--- src/rtl/hazard_ctrl_pkg.sv ---
// Shared result-class and forward-select codes for the hazard controller.
package hazard_ctrl_pkg;

  localparam int unsigned REG_W  = 5;
  localparam int unsigned TNEW_W = 2;
  localparam int unsigned TUSE_W = 2;
  localparam int unsigned RES_W  = 3;
  localparam int unsigned SEL_W  = 2;

  // D-stage result class: when (and whether) the instruction produces a value
  typedef enum logic [RES_W-1:0] {
    RES_ALU   = 3'd0,
    RES_PC    = 3'd1,
    RES_DM    = 3'd2,
    RES_OTHER = 3'd3,
    RES_NW    = 3'd4
  } res_e;

  // Operand source selects
  localparam logic [SEL_W-1:0] FWD_RF = 2'd0;
  localparam logic [SEL_W-1:0] FWD_M  = 2'd1;
  localparam logic [SEL_W-1:0] FWD_W  = 2'd2;
  localparam logic [SEL_W-1:0] FWD_E  = 2'd3;

  // Tracking payload held for the instruction in E
  typedef struct packed {
    logic [REG_W-1:0]  dst;
    logic [TNEW_W-1:0] tnew;
    logic [REG_W-1:0]  rs;
    logic [REG_W-1:0]  rt;
  } e_stage_t;

  // Tracking payload held for the instruction in M
  typedef struct packed {
    logic [REG_W-1:0]  dst;
    logic [TNEW_W-1:0] tnew;
    logic [REG_W-1:0]  rt;
  } m_stage_t;

  // Age a tnew value by one stage, saturating at zero
  function automatic logic [TNEW_W-1:0] tnew_dec(input logic [TNEW_W-1:0] t);
    return (t == '0) ? '0 : TNEW_W'(t - TNEW_W'(1));
  endfunction

endpackage

--- src/rtl/hazard_ctrl_fwd_sel.sv ---
// Forward-source selector for one operand: newest ready stage wins.
module fwd_sel
  import hazard_ctrl_pkg::*;
(
  input  logic [REG_W-1:0]  idx_i,
  input  logic [REG_W-1:0]  dst_e_i,
  input  logic [TNEW_W-1:0] tnew_e_i,
  input  logic [REG_W-1:0]  dst_m_i,
  input  logic [TNEW_W-1:0] tnew_m_i,
  input  logic [REG_W-1:0]  dst_w_i,
  output logic [SEL_W-1:0]  sel_o
);

  // Priority E > M > W; a stage is only a source once its value exists; $0 never forwards
  always_comb begin
    sel_o = FWD_RF;
    if (idx_i != '0) begin
      if (dst_e_i == idx_i && tnew_e_i == '0) begin
        sel_o = FWD_E;
      end else if (dst_m_i == idx_i && tnew_m_i == '0) begin
        sel_o = FWD_M;
      end else if (dst_w_i == idx_i) begin
        sel_o = FWD_W;
      end
    end
  end

endmodule

--- src/rtl/hazard_ctrl.sv ---
// Pipeline hazard controller: stall detection, forward selects, E/M/W tracking.
module hazard_ctrl
  import hazard_ctrl_pkg::*;
#(
  parameter int unsigned TNEW_ALU = 1,
  parameter int unsigned TNEW_DM  = 2
) (
  input  logic              clk,
  input  logic              reset,
  input  logic [TUSE_W-1:0] tuse_rs,
  input  logic [TUSE_W-1:0] tuse_rt,
  input  logic [RES_W-1:0]  res_d,
  input  logic [REG_W-1:0]  rs_d,
  input  logic [REG_W-1:0]  rt_d,
  input  logic [REG_W-1:0]  dst_d,
  input  logic              flush,
  output logic              stall,
  output logic [SEL_W-1:0]  fwd_rs_d,
  output logic [SEL_W-1:0]  fwd_rt_d,
  output logic [SEL_W-1:0]  fwd_rs_e,
  output logic [SEL_W-1:0]  fwd_rt_e,
  output logic              fwd_rt_m
);

  e_stage_t         e_q, e_d;
  m_stage_t         m_q, m_d;
  logic [REG_W-1:0] w_dst_q, w_dst_d;

  logic [TNEW_W-1:0] tnew_new;
  logic [REG_W-1:0]  dst_new;
  logic [SEL_W-1:0]  fwd_rt_m_sel;

  // A producer blocks a consumer when it cannot deliver by the consumer's use time
  function automatic logic blocks(input logic [REG_W-1:0]  dst,
                                  input logic [TNEW_W-1:0] tnew,
                                  input logic [REG_W-1:0]  idx,
                                  input logic [TUSE_W-1:0] tuse);
    return (dst != '0) && (dst == idx) && (tnew > tuse);
  endfunction

  // Stall on any unresolved dependence against E or M
  always_comb begin
    stall = blocks(e_q.dst, e_q.tnew, rs_d, tuse_rs) |
            blocks(e_q.dst, e_q.tnew, rt_d, tuse_rt) |
            blocks(m_q.dst, m_q.tnew, rs_d, tuse_rs) |
            blocks(m_q.dst, m_q.tnew, rt_d, tuse_rt);
  end

  // Decode D-stage result class into E-entry tracking values
  always_comb begin
    tnew_new = '0;
    dst_new  = dst_d;
    case (res_d)
      RES_ALU: tnew_new = TNEW_W'(TNEW_ALU);
      RES_DM:  tnew_new = TNEW_W'(TNEW_DM);
      RES_NW:  dst_new  = '0;
      default: tnew_new = '0;
    endcase
  end

  // Next-state for the stage registers: flush bubbles E and M, stall bubbles E
  always_comb begin
    e_d     = '{dst: dst_new, tnew: tnew_new, rs: rs_d, rt: rt_d};
    m_d     = '{dst: e_q.dst, tnew: tnew_dec(e_q.tnew), rt: e_q.rt};
    w_dst_d = m_q.dst;
    if (flush) begin
      e_d = '0;
      m_d = '0;
    end else if (stall) begin
      e_d = '0;
    end
  end

  // Stage tracking registers with synchronous reset
  always_ff @(posedge clk) begin
    if (reset) begin
      e_q     <= '0;
      m_q     <= '0;
      w_dst_q <= '0;
    end else begin
      e_q     <= e_d;
      m_q     <= m_d;
      w_dst_q <= w_dst_d;
    end
  end

  fwd_sel u_fwd_rs_d (
    .idx_i    (rs_d),
    .dst_e_i  (e_q.dst),
    .tnew_e_i (e_q.tnew),
    .dst_m_i  (m_q.dst),
    .tnew_m_i (m_q.tnew),
    .dst_w_i  (w_dst_q),
    .sel_o    (fwd_rs_d)
  );

  fwd_sel u_fwd_rt_d (
    .idx_i    (rt_d),
    .dst_e_i  (e_q.dst),
    .tnew_e_i (e_q.tnew),
    .dst_m_i  (m_q.dst),
    .tnew_m_i (m_q.tnew),
    .dst_w_i  (w_dst_q),
    .sel_o    (fwd_rt_d)
  );

  // E operands can only come from M or W, so the E source is tied off
  fwd_sel u_fwd_rs_e (
    .idx_i    (e_q.rs),
    .dst_e_i  ('0),
    .tnew_e_i ('0),
    .dst_m_i  (m_q.dst),
    .tnew_m_i (m_q.tnew),
    .dst_w_i  (w_dst_q),
    .sel_o    (fwd_rs_e)
  );

  fwd_sel u_fwd_rt_e (
    .idx_i    (e_q.rt),
    .dst_e_i  ('0),
    .tnew_e_i ('0),
    .dst_m_i  (m_q.dst),
    .tnew_m_i (m_q.tnew),
    .dst_w_i  (w_dst_q),
    .sel_o    (fwd_rt_e)
  );

  // M store data can only come from W
  fwd_sel u_fwd_rt_m (
    .idx_i    (m_q.rt),
    .dst_e_i  ('0),
    .tnew_e_i ('0),
    .dst_m_i  ('0),
    .tnew_m_i ('0),
    .dst_w_i  (w_dst_q),
    .sel_o    (fwd_rt_m_sel)
  );

  assign fwd_rt_m = (fwd_rt_m_sel == FWD_W);

endmodule
--- config.mk ---
export PLATFORM = sky130hd
export DESIGN_NAME = hazard_ctrl
export DESIGN_NICKNAME = d
export VERILOG_FILES = /design/src/rtl/hazard_ctrl_pkg.sv /design/src/rtl/hazard_ctrl_fwd_sel.sv /design/src/rtl/hazard_ctrl.sv
export SDC_FILE = /design/constraint.sdc
export NUM_CORES = 1
export LEC_CHECK = 0
export BUFFER_PORTS_ARGS = -buffer_cell sky130_fd_sc_hd__buf_2
export CAP_MARGIN = 40
export CORE_ASPECT_RATIO = 1.25
export CORE_MARGIN = 2
export CORE_UTILIZATION = 30
export CTS_CLUSTER_SIZE = 20
export DETAILED_ROUTE_END_ITERATION = 7
export GPL_TIMING_DRIVEN = 0
export PLACE_DENSITY_LB_ADDON = 0.2
export SLEW_MARGIN = 20
export SYNTH_ARGS = -nofsm -noshare
export SYNTH_HDL_FRONTEND = slang
export SYNTH_HIERARCHICAL = 1
export SYNTH_SLANG_ARGS = --single-unit
--- constraint.sdc ---
create_clock -name clk -period 2.4 [get_ports clk]
set_input_delay 0.12 -clock clk [delete_from_list [all_inputs] [get_ports clk]]
set_output_delay 0.12 -clock clk [all_outputs]
set_load 0.01 [all_outputs]
---- Word-level counts from Yosys, hierarchy flattened ----
Index checks and enable logic that the tools add are counted.
cells by class
  mux-type cells .......................... 20
  $lt $le $gt $ge ......................... 4
  eq/ne operators ......................... 14
  $add $sub $neg .......................... 1
  bitwise gates (word level) .............. 3
  reductions and logical operators ........ 31
operator list
  cell                                                                   count
  5-bit equality test                                                    11
  2-bit two-way mux                                                      19
  5-bit nonzero test                                                     7
  5-bit logical NOT                                                      3
  1-bit logical AND                                                      14
  2-bit greater-than comparator                                          4
  3-bit OR reduction                                                     2
  2-bit logical NOT                                                      2
  2-bit case mux with 2 select lines                                     1
  4-bit OR reduction                                                     1
  3-bit by 2-bit equality test with 1-bit output, second input constant  1
  3-bit equality test, second input constant                             1
  3-bit logical NOT                                                      1
  1-bit bitwise OR                                                       3
  2-bit equality test, second input constant                             1
  2-bit OR reduction                                                     1
  2-bit by 1-bit subtractor with 2-bit output, second input constant     1
word-level totals
  input bits .............................. 25
  output and inout port bits .............. 10
  logic and storage cells ................. 81
  bits in registers ....................... 34

---- Logic depth before layout (Yosys ltp) ----
Gate-level depths: netlist of the first run.
  depth after elaboration ................. 7
  mapped depth ............................ 9
  mapped depth without buffers ............ 7

---- By module ----
Netlist of the first run, hierarchy kept.
modules (own cells, without submodules)
  module       area each (um^2)  times used  cells each  seq. area each (um^2)
  hazard_ctrl  1463.9            1           153         680.7
  fwd_sel      210.2             5           27          0.0

---- Worst setup path after synthesis of the first run ----
OpenSTA, ideal clock, no wires.
  path kind ............................... register -> register
  start ................................... register m_q[5] (netlist bit)
  end ..................................... register e_q[13] (netlist bit)
  setup time .............................. 115 ps
  required time ........................... 2285 ps
  clock period less this slack ............ 1908 ps
  stages on the path, launching flop included .. 9
  slack ................................... 492 ps
  buffers on the path ..................... 1
  data arrival time ....................... 1794 ps
  cells stage by stage .................... dfxtp_1 inv_1 ha_1 nand2_1 nand4_1 or4_4 a21oi_4 buf_6 nor3_1
on the way
  word-level cells in the longest chain between the ends .. 5
  elaborated cells between the ends (all ways) .. 7
  those cells by class .................... order compare: 2; bitwise: 2; reduce/logical: 3
RTL lines
  item                                     line               source
  start: declaration                       hazard_ctrl.sv:26  m_stage_t m_q, m_d;
  start signal: assignment                 hazard_ctrl.sv:82  m_q <= m_d;
  2-bit greater-than comparator            hazard_ctrl.sv:38  return (dst != '0) && (dst == idx) && (tnew > tuse);
  1-bit logical AND                        hazard_ctrl.sv:38
  1-bit bitwise OR                         hazard_ctrl.sv:44  blocks(e_q.dst, e_q.tnew, rt_d, tuse_rt) |
  1-bit bitwise OR (*)                     hazard_ctrl.sv:45  blocks(m_q.dst, m_q.tnew, rs_d, tuse_rs) |
  4-bit OR reduction (no source line) (*)  n/a
  end signal: assignment                   hazard_ctrl.sv:77  e_q <= '0;
  end signal: assignment                   hazard_ctrl.sv:81  e_q <= e_d;
  end: declaration                         hazard_ctrl.sv:25  e_stage_t e_q, e_d;
Mark *: on every way between the ends. The rest lies on a longest branch, timed or not.
A chain may end at the register's enable or synchronous reset.

---- Worst setup path after layout of the first run ----
  start ................................... register m_q (netlist bit w_dst_d[3])
  end ..................................... output stall
on the way
  word-level cells in the longest chain between the ends .. 5
  elaborated cells between the ends (all ways) .. 9
  those cells by class .................... eq/ne: 2; bitwise: 2; reduce/logical: 5
RTL lines
  item                                                              line               source
  5-bit equality test / 5-bit nonzero test (equally long branches)  hazard_ctrl.sv:38
  1-bit logical AND (2 in series)                                   hazard_ctrl.sv:38
  1-bit bitwise OR                                                  hazard_ctrl.sv:44
  1-bit bitwise OR (*)                                              hazard_ctrl.sv:45
  end: declaration                                                  hazard_ctrl.sv:17  output logic stall,
Marked as above.

==> impl_metrics.env, run 1 <==
export IMPL_h_tree_depth=2
export IMPL_ys_warn_count=6
export IMPL_clock_latency_ns=0.29
export IMPL_cpPeakStageDelay_ns=0.63
export IMPL_powerDensity_nw_per_um2=436
export IMPL_drive_gt1_share_pct=19.9
export IMPL_ys_flop_type="dfxtp_1"
export IMPL_hp_class="input pin to flip-flop"
export IMPL_drc=0
export IMPL_seqPwrFrac_pct=45.7
export IMPL_io_pins=35
export IMPL_ys_seq_elements=34
export IMPL_crit_slowest_cell="dfxtp_1"
export IMPL_cp_cell_sequence="xnor2_1 > nand4_1 > or4_4 > a21oi_4 > or2_2 > buf_2"
export IMPL_cts_sinks=34
export IMPL_syn_to_final_growth_pct=21.5
export IMPL_ir_drop_mv=0.197
export IMPL_cp_required_ns=2.28
export IMPL_rows=37
export IMPL_synthTopCellsByCount="xnor2_1, dfxtp_1, xor2_1, nor3_1, nand2_1"
export IMPL_p_switching_mw=0.390
export IMPL_drtPass1Iterations=6
export IMPL_clockBufferDepth=2
export IMPL_initial_core_util_pct=30.7
export IMPL_relSlewSlack_pct=61.5
export IMPL_yosysMostFrequentCell="xnor2_1"
export IMPL_ys_top_cells_by_area="dfxtp_1, xnor2_1, xor2_1"
export IMPL_clockPowerShare_pct=34.1
export IMPL_fin_skew_ns=0.0102
export IMPL_multiInputGateArea_um2=1880
export IMPL_portBuffers=34
export IMPL_cp_top_family="simple AND/OR/NAND/NOR gates"
export IMPL_crit_buf_inv=1
export IMPL_netSwitchingFraction_pct=29.3
export IMPL_worst_pin_slew_ns=0.576
export IMPL_grt_pass1_vias=2267
export IMPL_fp_dieArea_um2=9140
export IMPL_crit_type="flip-flop to primary output"
export IMPL_cap_violations=0
export IMPL_final_area_um2=3060
export IMPL_cp_end_kind="primary output"
export IMPL_die_h_um=106
export IMPL_fin_tns_setup_ns=0
export IMPL_ctsRootBufferMaster="clkbuf_8"
export IMPL_cts_tree="built"
export IMPL_hpwl_mm=4.93
export IMPL_routed_top_layer="met4"
export IMPL_finalNetCount=394
export IMPL_gp_congestion=0.787
export IMPL_cts_buffers=5
export IMPL_fin_crit_ns=2.31
export IMPL_crit_fanout=8
export IMPL_seq_area_um2=687
export IMPL_cp_data_arrival_time_ns=2.19
export IMPL_met2_length_mm=3.43
export IMPL_wl_met3_um=198
export IMPL_grtUsageTotal_pct=15.5
export IMPL_hold_viol=0
export IMPL_yosys_area_top_type="dfxtp_1"
export IMPL_grt_max_degree=12
export IMPL_synth_edf_count=0
export IMPL_p_int_mw=0.942
export IMPL_n_fill_cell=859
export IMPL_clkSlewWorstSetupHoldPaths_ns=0.08
export IMPL_num_vias=2137
export IMPL_antenna_found_initial=0
export IMPL_core_area_um2=8190
export IMPL_synth_area_um2=2510
export IMPL_drt_iter0_drc=69
export IMPL_n_antenna_cell=0
export IMPL_post_place_ws_ns=0.0398
export IMPL_wl_met1_mm=2.79
export IMPL_overflow=0
export IMPL_synth_top_area_share_pct=27.1
export IMPL_dpl_cell_count=446
export IMPL_wl_mm=6.55
export IMPL_power_frac_comb_pct=20.2
export IMPL_slew_violations=0
export IMPL_avgViaCountPerCell=4.67
export IMPL_worst_slack_ns=0.0870
export IMPL_antenna_left=0
export IMPL_setup_viol=0
export IMPL_max_freq_mhz=432
export IMPL_layout_cells_non_filler=458
export IMPL_post_route_period_util_pct=96.4
export IMPL_dpl_cell_area_um2=2910
export IMPL_postSynthAreaPerCell_um2=8.73
export IMPL_power_leakage_nw=1.29
export IMPL_die_w_um=85.9
export IMPL_wl_per_cell_um=14.3
export IMPL_critPathLaunchType="flip-flop"
export IMPL_synth_distinct_cells=29
export IMPL_seq_area_frac_synth_pct=27.1
export IMPL_synthCells=288
export IMPL_async_flop_share_pct=0
export IMPL_status="complete, no violations"
export IMPL_grt_pass1_wl_mm=10.9
## power groups by stage
| stage | Clock [mW] | Sequential [mW] | Combinational (mW) |
|---|---|---|---|
| 2_1_floorplan | 0 | 0.613 | 0.182 |
| 3_5_place_dp | 0 | 0.624 | 0.266 |
| 4_1_cts | 0.463 | 0.610 | 0.268 |
| 3_3_place_gp | 0 | 0.624 | 0.261 |
| 6_report | 0.454 | 0.608 | 0.270 |
| 5_1_grt | 0.484 | 0.612 | 0.305 |
## sequential cells by signal, summed over array words and instances (netlist names)
signal,cells
e_q,17
m_q,7
w_dst_d,5
w_dst_q,5
## path summary, 6_finish.rpt
check / start / endpoint / slack [ns] / cells after the start
setup / recovery: w_dst_d[3] / stall / 0.09 / 6
hold / removal: flush / m_q[5] / 0.006 / 2
setup reg to reg: w_dst_d[3] / e_q[1] / 0.21 / 7
hold reg to reg: e_q[10] / m_q[5] / 0.46 / 1
## stage by stage
stage               utilization [%]  hold WS (ns)  total power [mW]
CTS                            36.8       0.00238              1.34
finish                         37.3       0.00600              1.33
global route                   37.3       0.00961              1.40
floorplan                         -         0.192             0.796
detailed placement             35.5         0.318             0.890
global placement               35.5         0.309             0.885
## layer usage
metal  vias to the layer above  global-route usage (%)
met2                        40                    29.3
met3                        11                    2.95
met1                       976                    17.0
met4                         0                    4.65
li1                       1110                       -
met5                         -                       0
## layout by cell type, fill, tap and decap left out, types with 4 or more instances in the layout
cell type   n
buf_4       4
or4_1       7
or4_4       6
nor4_1      8
a21oi_1     8
nand2_1    15
a21o_1      5
buf_2      34
nand3_1    10
clkbuf_8    6
conb_1     28
ha_1        9
nand4_1    13
nor3_1     20
dfxtp_1    31
or3_1       5
nor2_1      4
nor2b_1     7
xnor2_1    66
inv_1       8
xor2_1     29
and2_1     10
or2_2       6
nor2_2      5
## what timing repair did
| item | CTS | global route |
|---|---|---|
| hold buffers | 0 | 0 |
| endpoints found under the setup margin | 1 | 1 |
| setup buffers | 1 | 3 |
| pin swaps | 1 | 0 |
| gates resized for setup | 2 | 6 |
## cell type report
cell class,instances,area share [%]
Timing Repair Buffer,38,6.55
Tap cell,97,3.97
Clock inverter,2,0.410
Clock buffer,6,2.70
Multi-Input combinational cell,268,61.7
Sequential cell,34,22.5
Inverter,8,0.983
Buffer,5,1.23
## cell families (layout without fill, tap and decap cells)
kind of cell	after synthesis	count (layout)	synth area share (%)
buffers and inverters	13	59	2.59
AOI/OAI and AO/OA	17	17	4.78
and+or+nand+nor	119	119	27.9
DFF	34	34	27.1
xor gates and xnor gates	95	95	33.1
adders and majority gates	9	9	4.48
other	1	28	0.149
(Power assumes the default switching activity.)
==> run 2: changes to the inputs <==
--- a/config.mk
+++ b/config.mk
@@ -8,7 +8,6 @@
 export BUFFER_PORTS_ARGS = -buffer_cell sky130_fd_sc_hd__buf_2
 export CAP_MARGIN = 40
 export CORE_ASPECT_RATIO = 1.25
-export CORE_MARGIN = 2
 export CORE_UTILIZATION = 30
 export CTS_CLUSTER_SIZE = 20
 export DETAILED_ROUTE_END_ITERATION = 7
==> run 2 against run 1 <==
Net effect: clock power is 19% higher; first-iteration DRC count is 30% lower; non-clock buffer count is 3 lower; highest routed layer unchanged; sequential power hardly changed; setup slack better by 0.017 ns; cell count is 0.87% lower; the run now ends with DRC left.
==> impl_metrics.env, run 2 (synthesized netlist as in run 1, its figures left out) <==
export IMPL_status="finished with violations"
export IMPL_failed_checks="DRC"
export IMPL_cp_required_ns=2.28
export IMPL_fp_dieArea_um2=8760
export IMPL_holdPathStages=2
export IMPL_met2_length_mm=3.35
export IMPL_grtUsageTotal_pct=16.5
export IMPL_n_fill_cell=862
export IMPL_relSlewSlack_pct=60.7
export IMPL_n_antenna_cell=0
export IMPL_clkSlewWorstSetupHoldPaths_ns=0.07
export IMPL_setup_viol=0
export IMPL_initial_core_util_pct=30.7
export IMPL_drive_gt1_share_pct=18.5
export IMPL_drtPass1Iterations=6
export IMPL_grt_max_degree=11
export IMPL_rsz0062_at_grt="false"
export IMPL_fin_crit_ns=2.30
export IMPL_portBuffers=34
export IMPL_cts_buffers=5
export IMPL_hpwl_mm=4.93
export IMPL_routed_top_layer="met4"
export IMPL_max_freq_mhz=436
export IMPL_final_common_cell="xnor2_1"
export IMPL_wl_met3_um=185
export IMPL_wl_mm=6.50
export IMPL_ir_drop_mv=0.284
export IMPL_crit_slowest_cell="dfxtp_1"
export IMPL_core_area_um2=8190
export IMPL_post_route_period_util_pct=95.7
export IMPL_hold_viol=0
export IMPL_drt_iter0_drc=48
export IMPL_cp_end_kind="primary output"
export IMPL_grt_pass1_vias=2203
export IMPL_clockBufferDepth=2
export IMPL_power_leakage_nw=1.28
export IMPL_cts_sinks=34
export IMPL_rows=37
export IMPL_cp_cell_sequence="xnor2_1 > nand4_1 > or4_4 > a21oi_4 > or2_2 > buf_2"
export IMPL_crit_fanout=8
export IMPL_cp_data_arrival_time_ns=2.18
export IMPL_wl_per_cell_um=14.3
export IMPL_antenna_left=0
export IMPL_cts_tree="built"
export IMPL_reg_top3="e_q (17), m_q (7)"
export IMPL_powerDensity_nw_per_um2=466
export IMPL_hp_class="input pin to flip-flop"
export IMPL_cp_depth=6
export IMPL_grt_pass1_wl_mm=11.1
export IMPL_fin_tns_setup_ns=0
export IMPL_crit_buf_inv=1
export IMPL_clock_latency_ns=0.29
export IMPL_cp_top_family="simple AND/OR/NAND/NOR gates"
export IMPL_slew_violations=0
export IMPL_crit_type="flip-flop to primary output"
export IMPL_largest_register="e_q"
export IMPL_die_w_um=83.9
export IMPL_cap_violations=0
export IMPL_syn_to_final_growth_pct=21.0
export IMPL_cpPeakStageDelay_ns=0.63
export IMPL_drc=2
export IMPL_avgViaCountPerCell=4.71
export IMPL_antenna_found_initial=0
export IMPL_reg2reg_depth=7
export IMPL_finalNetCount=391
export IMPL_worst_pin_slew_ns=0.587
export IMPL_cts_hold_buf=0
export IMPL_fin_skew_ns=0.00970
export IMPL_ctsRootBufferMaster="clkbuf_8"
export IMPL_wl_met1_mm=2.82
export IMPL_final_area_um2=3040
export IMPL_num_vias=2139
export IMPL_layout_common_cells="xnor2_1, buf_2, dfxtp_1, xor2_1, conb_1"
export IMPL_critPathLaunchType="flip-flop"
export IMPL_gp_congestion=0.791
export IMPL_largest_reg_flops=17
export IMPL_h_tree_depth=2
export IMPL_die_h_um=104
export IMPL_io_pins=35
export IMPL_dpl_cell_area_um2=2910
export IMPL_overflow=0
[run 2: changes by cell type in the layout (fill, tap and decap cells not counted), sizes merged]
| cell | delta |
|---|---|
| clkinv | -1 |
| bufinv | +1 |
| buf | -3 |
| clkinvlp | -1 |
[run 2: per-layer routing]
layer / vias to the layer above / GRT usage [%]
met3: 13 / 2.78
met5: - / 0
met4: 0 / 6.28
met1: 979 / 19.3
met2: 38 / 29.5
li1: 1109 / -
[run 2: path summary, 6_finish.rpt]
check             start  endpoint  slack (ns)
max          w_dst_d[3]     stall        0.10
min            res_d[1]   e_q[10]        0.02
max reg2reg  w_dst_d[3]    e_q[1]        0.23
min reg2reg     e_q[10]    m_q[5]        0.48
[run 2: what timing repair did]
action / 4_1_cts / 5_1_grt
cloned: 0 / 0
pin swaps: 1 / 1
endpoints found under the setup margin: 1 / 1
gates resized for setup: 2 / 4
setup buffers: 1 / 0
[run 2: per-stage QoR]
stage	hold WS [ns]	power [mW]	instances	util [%]	worst slack, ns
after floorplan	0.192	0.796	315	-	0.492
after global placement	0.311	0.885	446	35.5	0.0672
after detailed placement	0.318	0.890	446	35.5	0.0640
after CTS	0.00969	1.43	454	37.0	0.0463
after global routing	0.0114	1.49	454	37.1	0.00327
final	0.0152	1.42	454	37.1	0.104
[run 2: cell type report]
type / instances / area, um^2 / share of cell area, %
repair buffers: 35 / 178 / 5.84
clock buffers: 6 / 82.6 / 2.71
flip-flops and latches: 34 / 686 / 22.5
multi-input cells: 268 / 1880 / 61.7
inverters: 8 / 30.0 / 0.987
plain buffers: 5 / 37.5 / 1.23
clock inverters: 1 / 30.0 / 0.987
well taps: 97 / 121 / 3.99
[run 2: where the power goes]
| group | leakage, nW | switching (mW) | internal (mW) |
|---|---|---|---|
| clock network | 0.0573 | 0.208 | 0.332 |
| registers | 0.278 | 0.0310 | 0.578 |
| logic | 0.948 | 0.134 | 0.133 |
| total | 1.28 | 0.374 | 1.04 |
